--- src/rtl/alu_operand_loader.sv ---
// rtl/alu_operand_loader.sv - collects Op/A/B beats from a 4-bit bus and holds them for the ALU preprocessor (option: ALU_LOADER_SKIP_EN)
module alu_operand_loader (
    input  logic       clk,
    input  logic       reset_n,
    input  logic [3:0] in_data,
    input  logic       in_valid,
    output logic       in_ready,
    output logic [3:0] A,
    output logic [3:0] B,
    output logic [2:0] Op,
    output logic       out_valid,
    input  logic       out_ready,
    output logic [7:0] op_count
);

    localparam logic [1:0] LOAD_OP = 2'd0;
    localparam logic [1:0] LOAD_A  = 2'd1;
    localparam logic [1:0] LOAD_B  = 2'd2;
    localparam logic [1:0] HOLD    = 2'd3;

    logic [1:0] state;
    logic       accept;
    logic       consume;

    assign in_ready  = (state != HOLD);
    assign out_valid = (state == HOLD);
    assign accept    = in_valid & in_ready;
    assign consume   = out_valid & out_ready;

    always_ff @(posedge clk or negedge reset_n) begin
        if (!reset_n) begin
            state    <= LOAD_OP;
            A        <= 4'd0;
            B        <= 4'd0;
            Op       <= 3'd0;
            op_count <= 8'd0;
        end else begin
            case (state)
                LOAD_OP: if (accept) begin
                    Op <= in_data[2:0];
`ifdef ALU_LOADER_SKIP_EN
                    // B-only opcode: A is unused downstream, so zero it and skip its beat
                    if (in_data[2:0] == 3'b011) begin
                        A     <= 4'd0;
                        state <= LOAD_B;
                    end else begin
                        state <= LOAD_A;
                    end
`else
                    state <= LOAD_A;
`endif
                end
                LOAD_A: if (accept) begin
                    A <= in_data;
`ifdef ALU_LOADER_SKIP_EN
                    if (Op == 3'b001 || Op == 3'b010) begin
                        B     <= 4'd0;
                        state <= HOLD;
                    end else begin
                        state <= LOAD_B;
                    end
`else
                    state <= LOAD_B;
`endif
                end
                LOAD_B: if (accept) begin
                    B     <= in_data;
                    state <= HOLD;
                end
                default: if (consume) begin
                    op_count <= op_count + 8'd1;
                    state    <= LOAD_OP;
                end
            endcase
        end
    end

endmodule

--- config.mk ---
export PLATFORM = sky130hd
export DESIGN_NAME = alu_operand_loader
export DESIGN_NICKNAME = d
export VERILOG_FILES = /design/src/rtl/alu_operand_loader.sv
export SDC_FILE = /design/constraint.sdc
export NUM_CORES = 1
export LEC_CHECK = 0
export CORE_UTILIZATION = 48
export DETAILED_ROUTE_END_ITERATION = 8
export HOLD_SLACK_MARGIN = 0.08
export MAX_ROUTING_LAYER = met4
export PLACE_DENSITY = 0.82
export SYNTH_ARGS = -nofsm -noshare
export SYNTH_HDL_FRONTEND = slang
export SYNTH_SLANG_ARGS = --single-unit
--- constraint.sdc ---
create_clock -name clk -period 3.5 [get_ports clk]
set_input_delay 0.7 -clock clk [delete_from_list [all_inputs] [get_ports clk]]
set_output_delay 0.7 -clock clk [all_outputs]
set_load 0.005 [all_outputs]
# After elaboration in Yosys (flattened, before gate mapping)
# Cells that the tools add are included.
dict set report classes {
  n_reduce_logical 8
  muxes 5
  n_eq_ne 7
  bitwise_logic 3
  addsub 1
}
# operator count
set ops {}
lappend ops {{adder 8 x 1 -> 8 bit (second input constant)} 1}
lappend ops {{2-to-1 mux 2 bit} 4}
lappend ops {{!= test 2 bit (second input constant)} 4}
lappend ops {{AND reduction 2 bit} 4}
lappend ops {{case mux 2 bit (3 select lines)} 1}
lappend ops {{equality test 2 bit (second input constant)} 2}
lappend ops {{AND reduction 4 bit} 1}
lappend ops {{nonzero test 4 bit} 1}
lappend ops {{OR reduction 3 bit} 1}
lappend ops {{AND 1 bit} 2}
lappend ops {{equality test 2 x 1 -> 1 bit (second input constant)} 1}
lappend ops {{zero test 2 bit} 1}
lappend ops {{NOT 1 bit} 1}
dict set report totals {
  elab_cells 29
  regBits 21
}

# Longest topological paths before layout
# Gate-level depths: netlist of the first run.
dict set report depth {
  ltp_word 4
  mapped_depth 5
}

# Worst setup path after synthesis of the first run
# OpenSTA, ideal clock, no wires.
dict set report synth_path {
  path_kind {reg-to-reg}
  startpoint {reg state[0]}
  endpoint {reg state[1]}
  arrival_ps 1411
  n_path_buf 0
  setup_slack_ps 1965
  period_less_slack_ps 1535
  path_stages_with_launch 6
  setup_time_ps 125
  cell_sequence {dfrtp_1 inv_1 ha_1 nor3_2 mux2i_1 mux2_2}
}
dict set report synth_between {
  elab_chain_cells 4
  word_cells_on_any_way 13
  cone_classes {7 x eq/ne; 1 x mux; 2 x bitwise; 3 x reduce/logical}
}
# item line_no
set synth_lines {}
lappend synth_lines {{start: declaration} 21} ;# logic [1:0] state;
lappend synth_lines {{start signal: assignment} 32} ;# state <= LOAD_OP;
lappend synth_lines {{start signal: assignment} 50} ;# state <= LOAD_A;
lappend synth_lines {{start signal: assignment} 63} ;# state <= LOAD_B;
lappend synth_lines {{equality test 2 bit or != test 2 bit (tied branches)} {26, 25}}
lappend synth_lines {{AND 1 bit, on equally long branches} {28, 27}}
lappend synth_lines {{nonzero test 4 bit (no source line) or != test 2 bit (tied branches)} --}
lappend synth_lines {{AND reduction 4 bit (no source line)} --}
# Several ways; a longest one is shown, not always the timed one.
# A chain may end at the register's enable or synchronous reset.

# Worst setup path after layout of the first run
dict set report layout_path {
  startpoint {reg state[0]}
  endpoint {out in_ready}
}
dict set report layout_between {
  elab_chain_cells 1
}
# item line_no
set layout_lines {}
lappend layout_lines {{!= test 2 bit} 25} ;# assign in_ready = (state != HOLD);
lappend layout_lines {{end: declaration} 7} ;# output logic in_ready,
# Every way passes these cells.

==> results of run 1 <==
how the worst min path moves through the flow:
stage                       end  slack (ns)  cells after the start        start
floorplan                  A[0]        0.40                      0      reset_n
CTS                 op_count[7]        0.48                      1  op_count[7]
global route        op_count[7]        0.49                      1  op_count[7]
global placement    op_count[7]        0.46                      1  op_count[7]
detailed placement  op_count[7]        0.46                      1  op_count[7]
finish              op_count[7]        0.47                      1  op_count[7]
worst register-to-register path: stages, from the launching register on:
cell and delay [ns]:
dfrtp_1 0.45, inv_1 0.10, ha_1 0.25, nor3_2 0.20, mux2i_1 0.23, mux2_2 0.35
cells in the final DEF, fill, tap and decap left out, drive strengths merged:
master and n:
xnor2 3, o22ai 1, and4 1, mux2 13, nand2 4, nand3b 1
o21ai 2, dfrtp 21, clkbuf 4, xor2 4, and3 1, inv 3
nand2b 1, nor3 3, ha 6, and2b 1, mux2i 1, nor2 1
nand4 1, clkdlybuf4s50 28, nand3 4
sequential cells by signal (all words and copies together) (netlist names):
name	count
op_count	8
state	2
Op	3
A	4
B	4
area by class of cell:
| cell class | instances | share of cell area |
|---|---|---|
| tap | 25 | 0.0243 |
| timing repair buffer | 28 | 0.218 |
| inverter | 3 | 0.00876 |
| sequential | 21 | 0.409 |
| multi-input combinational | 48 | 0.319 |
| clock buffer | 4 | 0.0204 |
cell families (layout without fill, tap and decap cells):
family                   count (synthesis)  after routing  share of synthesized area
AO/OA/AOI/OAI                            3              3                     0.0172
XOR/XNOR                                 7              7                     0.0647
adder cells (fa/ha/maj)                  6              6                     0.0793
buffers and inverters                    3             35                     0.0119
flip-flops                              21             21                      0.555
multiplexers                            14             14                      0.165
AND/OR/NAND/NOR                         18             18                      0.107
routing by layer:
metal | vias up | GRT usage | share of wire
met3 | 2 | 0.0235 | 0.025
met2 | 6 | 0.267 | 0.46
met4 | 0 | 0.0529 | 0.0073
met5 | - | - | 0
li1 | 315 | - | -
met1 | 305 | 0.259 | 0.51
cell usage after synthesis:
master / n
dfrtp_1: 21
mux2_2: 13
ha_1: 6
nand2_1: 4
nand3_1: 4
xor2_1: 4
inv_1: 3
xnor2_1: 3
nor3_1: 2
o21ai_0: 2
and2b_1: 1
and3_1: 1
and4_1: 1
mux2i_1: 1
nand2b_1: 1
nand3b_1: 1
nand4_1: 1
nor2_1: 1
nor3_2: 1
o22ai_1: 1
power groups by stage:
stage / combinational [W] / sequential (W) / clock (W)
2_1_floorplan: 0.000216 / 0.000416 / 0
3_3_place_gp: 0.000459 / 0.000416 / 0
3_5_place_dp: 0.000466 / 0.000419 / 0
4_1_cts: 0.000468 / 0.000413 / 0.000115
5_1_grt: 0.000511 / 0.000430 / 0.000125
6_report: 0.000464 / 0.000414 / 0.000109
stage by stage:
step,cells,total power (W),hold WS [ns],utilization
finish,129,0.000987,0.472,0.721
global route,129,0.00107,0.494,0.721
global placement,125,0.000876,0.457,0.706
detailed placement,125,0.000885,0.456,0.706
CTS,129,0.000997,0.476,0.721
floorplan,72,0.000632,0.404,-
==> flow_summary.ini, run 1 <==
[run_status]
status = completed

[sta]
fin_worst_skew_ns = 0.00101
fin_crit_sh = 0.646
fmax_ghz = 0.442
setup_ws_ns = 1.24
hold_viol = 0
rsz0062_at_grt = false
setup_tns_ns = 0
setup_viol = 0
tightest_slew_ns = 0.925
slew_violations = 0
fin_crit_ns = 2.26
relSlewSlack = 0.381

[power]
switching_share = 0.301
p_per_area_nw_per_um2 = 768
seq_power_share = 0.420
p_int_w = 0.000690
peakVddDrop_mv = 0.457
clock_power_share = 0.110
p_sw_w = 0.000297
power.leakage_nw = 0.581
combPwrFrac = 0.470

[synth]
yosysSeqAreaShare = 0.555
synth_top_cell_by_area = dfrtp_1
syn_inst = 72
synth_area_per_cell_sq_um = 13.2
ys_types = 20
yosys_register_bits = 21
syn_nets = 86
syn_area_sq_um = 947
synth.top_cell.area_share = 0.555
yosys_warnings = 0
synth_area_leaders = dfrtp_1 55%, mux2_2 15%, ha_1 7.9%

[clocking]
cts.sinks = 21
postCtsSetupBuffers = 0
cts-root-buf = clkbuf_4
postCtsHoldBufs = 0
numCtsBuffers = 3
cts.clk_slew.worst_paths_ns = 0.11
tritoncts = built
cts_buffer_depth = 2
post_cts_resized = 0
clk_latency_ns = 0.28
htreeDepth = 1

[layout]
ff_latch_area_sq_um = 526
multiInputGateArea_sq_um = 410
finalInstanceArea_sq_um = 1280
fillers = 134
area_growth_pct = 35.7
fin_nets = 119
drive_above_1_share = 0.163
diodes = 0

[floorplan]
boundaryPins = 29
core_sq_um = 1780
start_util = 0.531
die_x_um = 46.4
die_area_sq_um = 2150
die_h_um = 46.4
rows = 15

[critical_path]
crit_buf_inv = 2
r2r_end = state[1]
crit_family = buffers and inverters
cp-end-kind = output pin
cp-startpoint = state[0]
cp_num_cells = 3
crit_chain = ha_1, inv_1, clkdlybuf4s50_1
worstPathMaxFanout = 5
r2r_slack_ns = 1.82
crit_arrival_ns = 1.56
setup.worst_path.class = reg -> out
cp.required_ns = 2.80
critPathMaxStageDelay_ns = 0.49
r2r-start = state[0]
endpoint = in_ready
startpoint_type = flip-flop
ff2ff_path_depth = 5
crit_path_top_delay_cell = clkdlybuf4s50_1

[drt]
routed_wl_mm = 1.65
dr_total_vias = 628
via_per_inst = 4.87
drt_iter0_drc = 3
drt-wirelength-per-cell_um = 12.8
first_pass_iters = 4
drt.antenna.violating_nets = 0
drt_drc_violations_left = 0

[global_route]
grtUsageTotal = 0.181
grt_pass1_wl_mm = 2.70
grt-ovfl-total = 0
grt_max_degree = 22
antenna_found_initial = 0
grt_pass1_vias = 603

[place]
gp_congestion = 0.764
place_ws_ns = 1.53
place_area_sq_um = 1260
io_buffers = 28
place_hpwl_mm = 1.28

[job]
drv_cap = 0

[worst_hold_path]
min_path_type = reg -> reg
Note: power is estimated with default switching activity, not from simulation.
==> run 2, diff against run 1 <==
CORE_UTILIZATION = 45   (was 48)
PLACE_DENSITY = 0.77   (was 0.82)
clock period = 2.1 ns   (was 3.5 ns; I/O delays follow)
==> run 2 against run 1 <==
  * Hold slack got worse by 0.030 ns
  * Core utilization decreased by 5.9 points
  * Combinational power increased by 70%
  * Non-clock buffer count increased by 1
  * Via count increased by 4.0%
  * Design area increased by 0.97%
  * Routed wire length increased by 7.4%
  * Setup slack got worse by 1.1 ns
  * Power increased by 69%
  * Register-to-register slack got worse by 1.4 ns
  * Critical path depth unchanged
  * Die area increased by 6.4%
  * Largest cell class unchanged
  * Largest power group unchanged
  * Highest routed layer unchanged
==> flow_summary.ini, run 2 (same netlist as run 1, synthesis figures left out) <==
[sta]
setup_viol = 0
fin_crit_sh = 0.945
fin_worst_skew_ns = 0.00906
tightest_slew_ns = 0.299
slew_violations = 0
hold_viol = 0
fmax_ghz = 0.504
setup_tns_ns = 0
relSlewSlack = 0.800
fin_crit_ns = 1.98
rsz0062_at_grt = false

[power]
clock_power_share = 0.113
switching_share = 0.307
combPwrFrac = 0.473
seq_power_share = 0.414
power.leakage_nw = 0.584
p_int_w = 0.00115
p_per_area_nw_per_um2 = 1280
power_w = 0.00166
peakVddDrop_mv = 0.788
p_sw_w = 0.000511

[clocking]
cts.clk_slew.worst_paths_ns = 0.11
clk_latency_ns = 0.30
postCtsSetupBuffers = 0
cts_buffer_depth = 2
cts-root-buf = clkbuf_4
numCtsBuffers = 3
tritoncts = built
post_cts_resized = 0
htreeDepth = 1
cts.sinks = 21
postCtsHoldBufs = 0

[drt]
drt_drc_violations_left = 0
drt.antenna.violating_nets = 0
via_per_inst = 4.95
dr_total_vias = 653
drt-wirelength-per-cell_um = 13.4
first_pass_iters = 2
drt_iter0_drc = 4
routed_wl_mm = 1.77

[run_status]
status = completed

[critical_path]
cp-end-kind = output pin
worstPathMaxFanout = 5
crit_arrival_ns = 1.56
cp.required_ns = 1.68
startpoint_type = flip-flop
setup.worst_path.class = reg -> out

[layout]
largest_reg_flops = 8
final_cell_mix = 28 x clkdlybuf4s50_1, 21 x dfrtp_1, 13 x mux2_2
reg.largest.list = op_count (8), A (4), B (4)
largest_register = op_count
drive_above_1_share = 0.181
area_growth_pct = 37.0
utilization = 0.661
fillers = 173
layout_commonest_cell = clkdlybuf4s50_1
diodes = 0
fin_nets = 120

[floorplan]
die_x_um = 47.9
die_h_um = 47.9
boundaryPins = 29
core_sq_um = 1960
rows = 16
die_area_sq_um = 2290
start_util = 0.483

[global_route]
grt_pass1_vias = 625
grt-ovfl-total = 0
grt_max_degree = 22
grt_pass1_wl_mm = 2.79
antenna_found_initial = 0
grtUsageTotal = 0.184

[place]
place_hpwl_mm = 1.37
io_buffers = 28
gp_congestion = 0.756

[worst_hold_path]
min_path_type = in -> async

[job]
drv_cap = 0
-- run 2: cell types whose count changed in the layout (fill, tap and decap cells not counted), sizes merged --
| cell | before | now |
|---|---|---|
| buf | 0 | 1 |
-- run 2: layer usage --
| metal | up-vias | global-route usage | share of wire | wire length, um |
|---|---|---|---|---|
| met3 | 2 | 0.0226 | 0.019 | 33 |
| met4 | 0 | 0.0833 | 0.0068 | 12 |
| met1 | 326 | 0.255 | 0.49 | 867 |
| met2 | 10 | 0.270 | 0.48 | 858 |
| li1 | 315 | - | - | - |
| met5 | - | - | 0 | 0 |
-- run 2: worst paths after layout --
kind	from	endpoint	slack [ns]	cells past startpoint
max in group asynchronous	reset_n	op_count[0]	1.44	2
min in group clk	op_count[7]	op_count[7]	0.49	1
worst min-delay path	reset_n	Op[0]	0.44	2
worst max-delay path	state[0]	in_ready	0.12	3
worst min register to register	op_count[7]	op_count[7]	0.49	1
worst max register to register	state[0]	state[1]	0.39	5
-- run 2: stage by stage --
stage | hold WS, ns | setup slack (ns) | area, sq um | instances
2_1_floorplan | 0.124 | 0.565 | 947 | 72
4_1_cts | 0.443 | 0.0990 | 1290 | 132
3_5_place_dp | 0.472 | 0.396 | 1270 | 128
3_3_place_gp | 0.471 | 0.428 | 1270 | 128
6_report | 0.441 | 0.116 | 1300 | 132
5_1_grt | 0.466 | 0.00251 | 1300 | 132
-- run 2: worst max-delay path, stage by stage (launching register included) --
cell and delay (ns):
dfrtp_1 0.45, ha_1 0.26, inv_1 0.06, clkdlybuf4s50_1 0.49
-- run 2: cell type report --
cell class / count / area, sq um / share of cell area
clock buffers: 4 / 26.3 / 0.0203
inverters: 3 / 11.3 / 0.00868
multi-input cells: 48 / 413 / 0.318
flip-flops and latches: 21 / 526 / 0.405
well taps: 27 / 33.8 / 0.0260
repair buffers: 29 / 288 / 0.222
-- run 2: power by group through the flow --
| stage | combinational [W] | clock (W) | sequential (W) |
|---|---|---|---|
| after floorplan | 0.000361 | 0 | 0.000693 |
| after global placement | 0.000771 | 0 | 0.000691 |
| after detailed placement | 0.000794 | 0 | 0.000697 |
| after CTS | 0.000796 | 0.000196 | 0.000689 |
| after global routing | 0.000870 | 0.000212 | 0.000717 |
| final | 0.000787 | 0.000188 | 0.000689 |
==> run 3, diff against run 2 <==
SLEW_MARGIN = 0   (was not set)
==> results of run 3 <==
The final DEF is identical to that of run 2; final timing and power are the same.
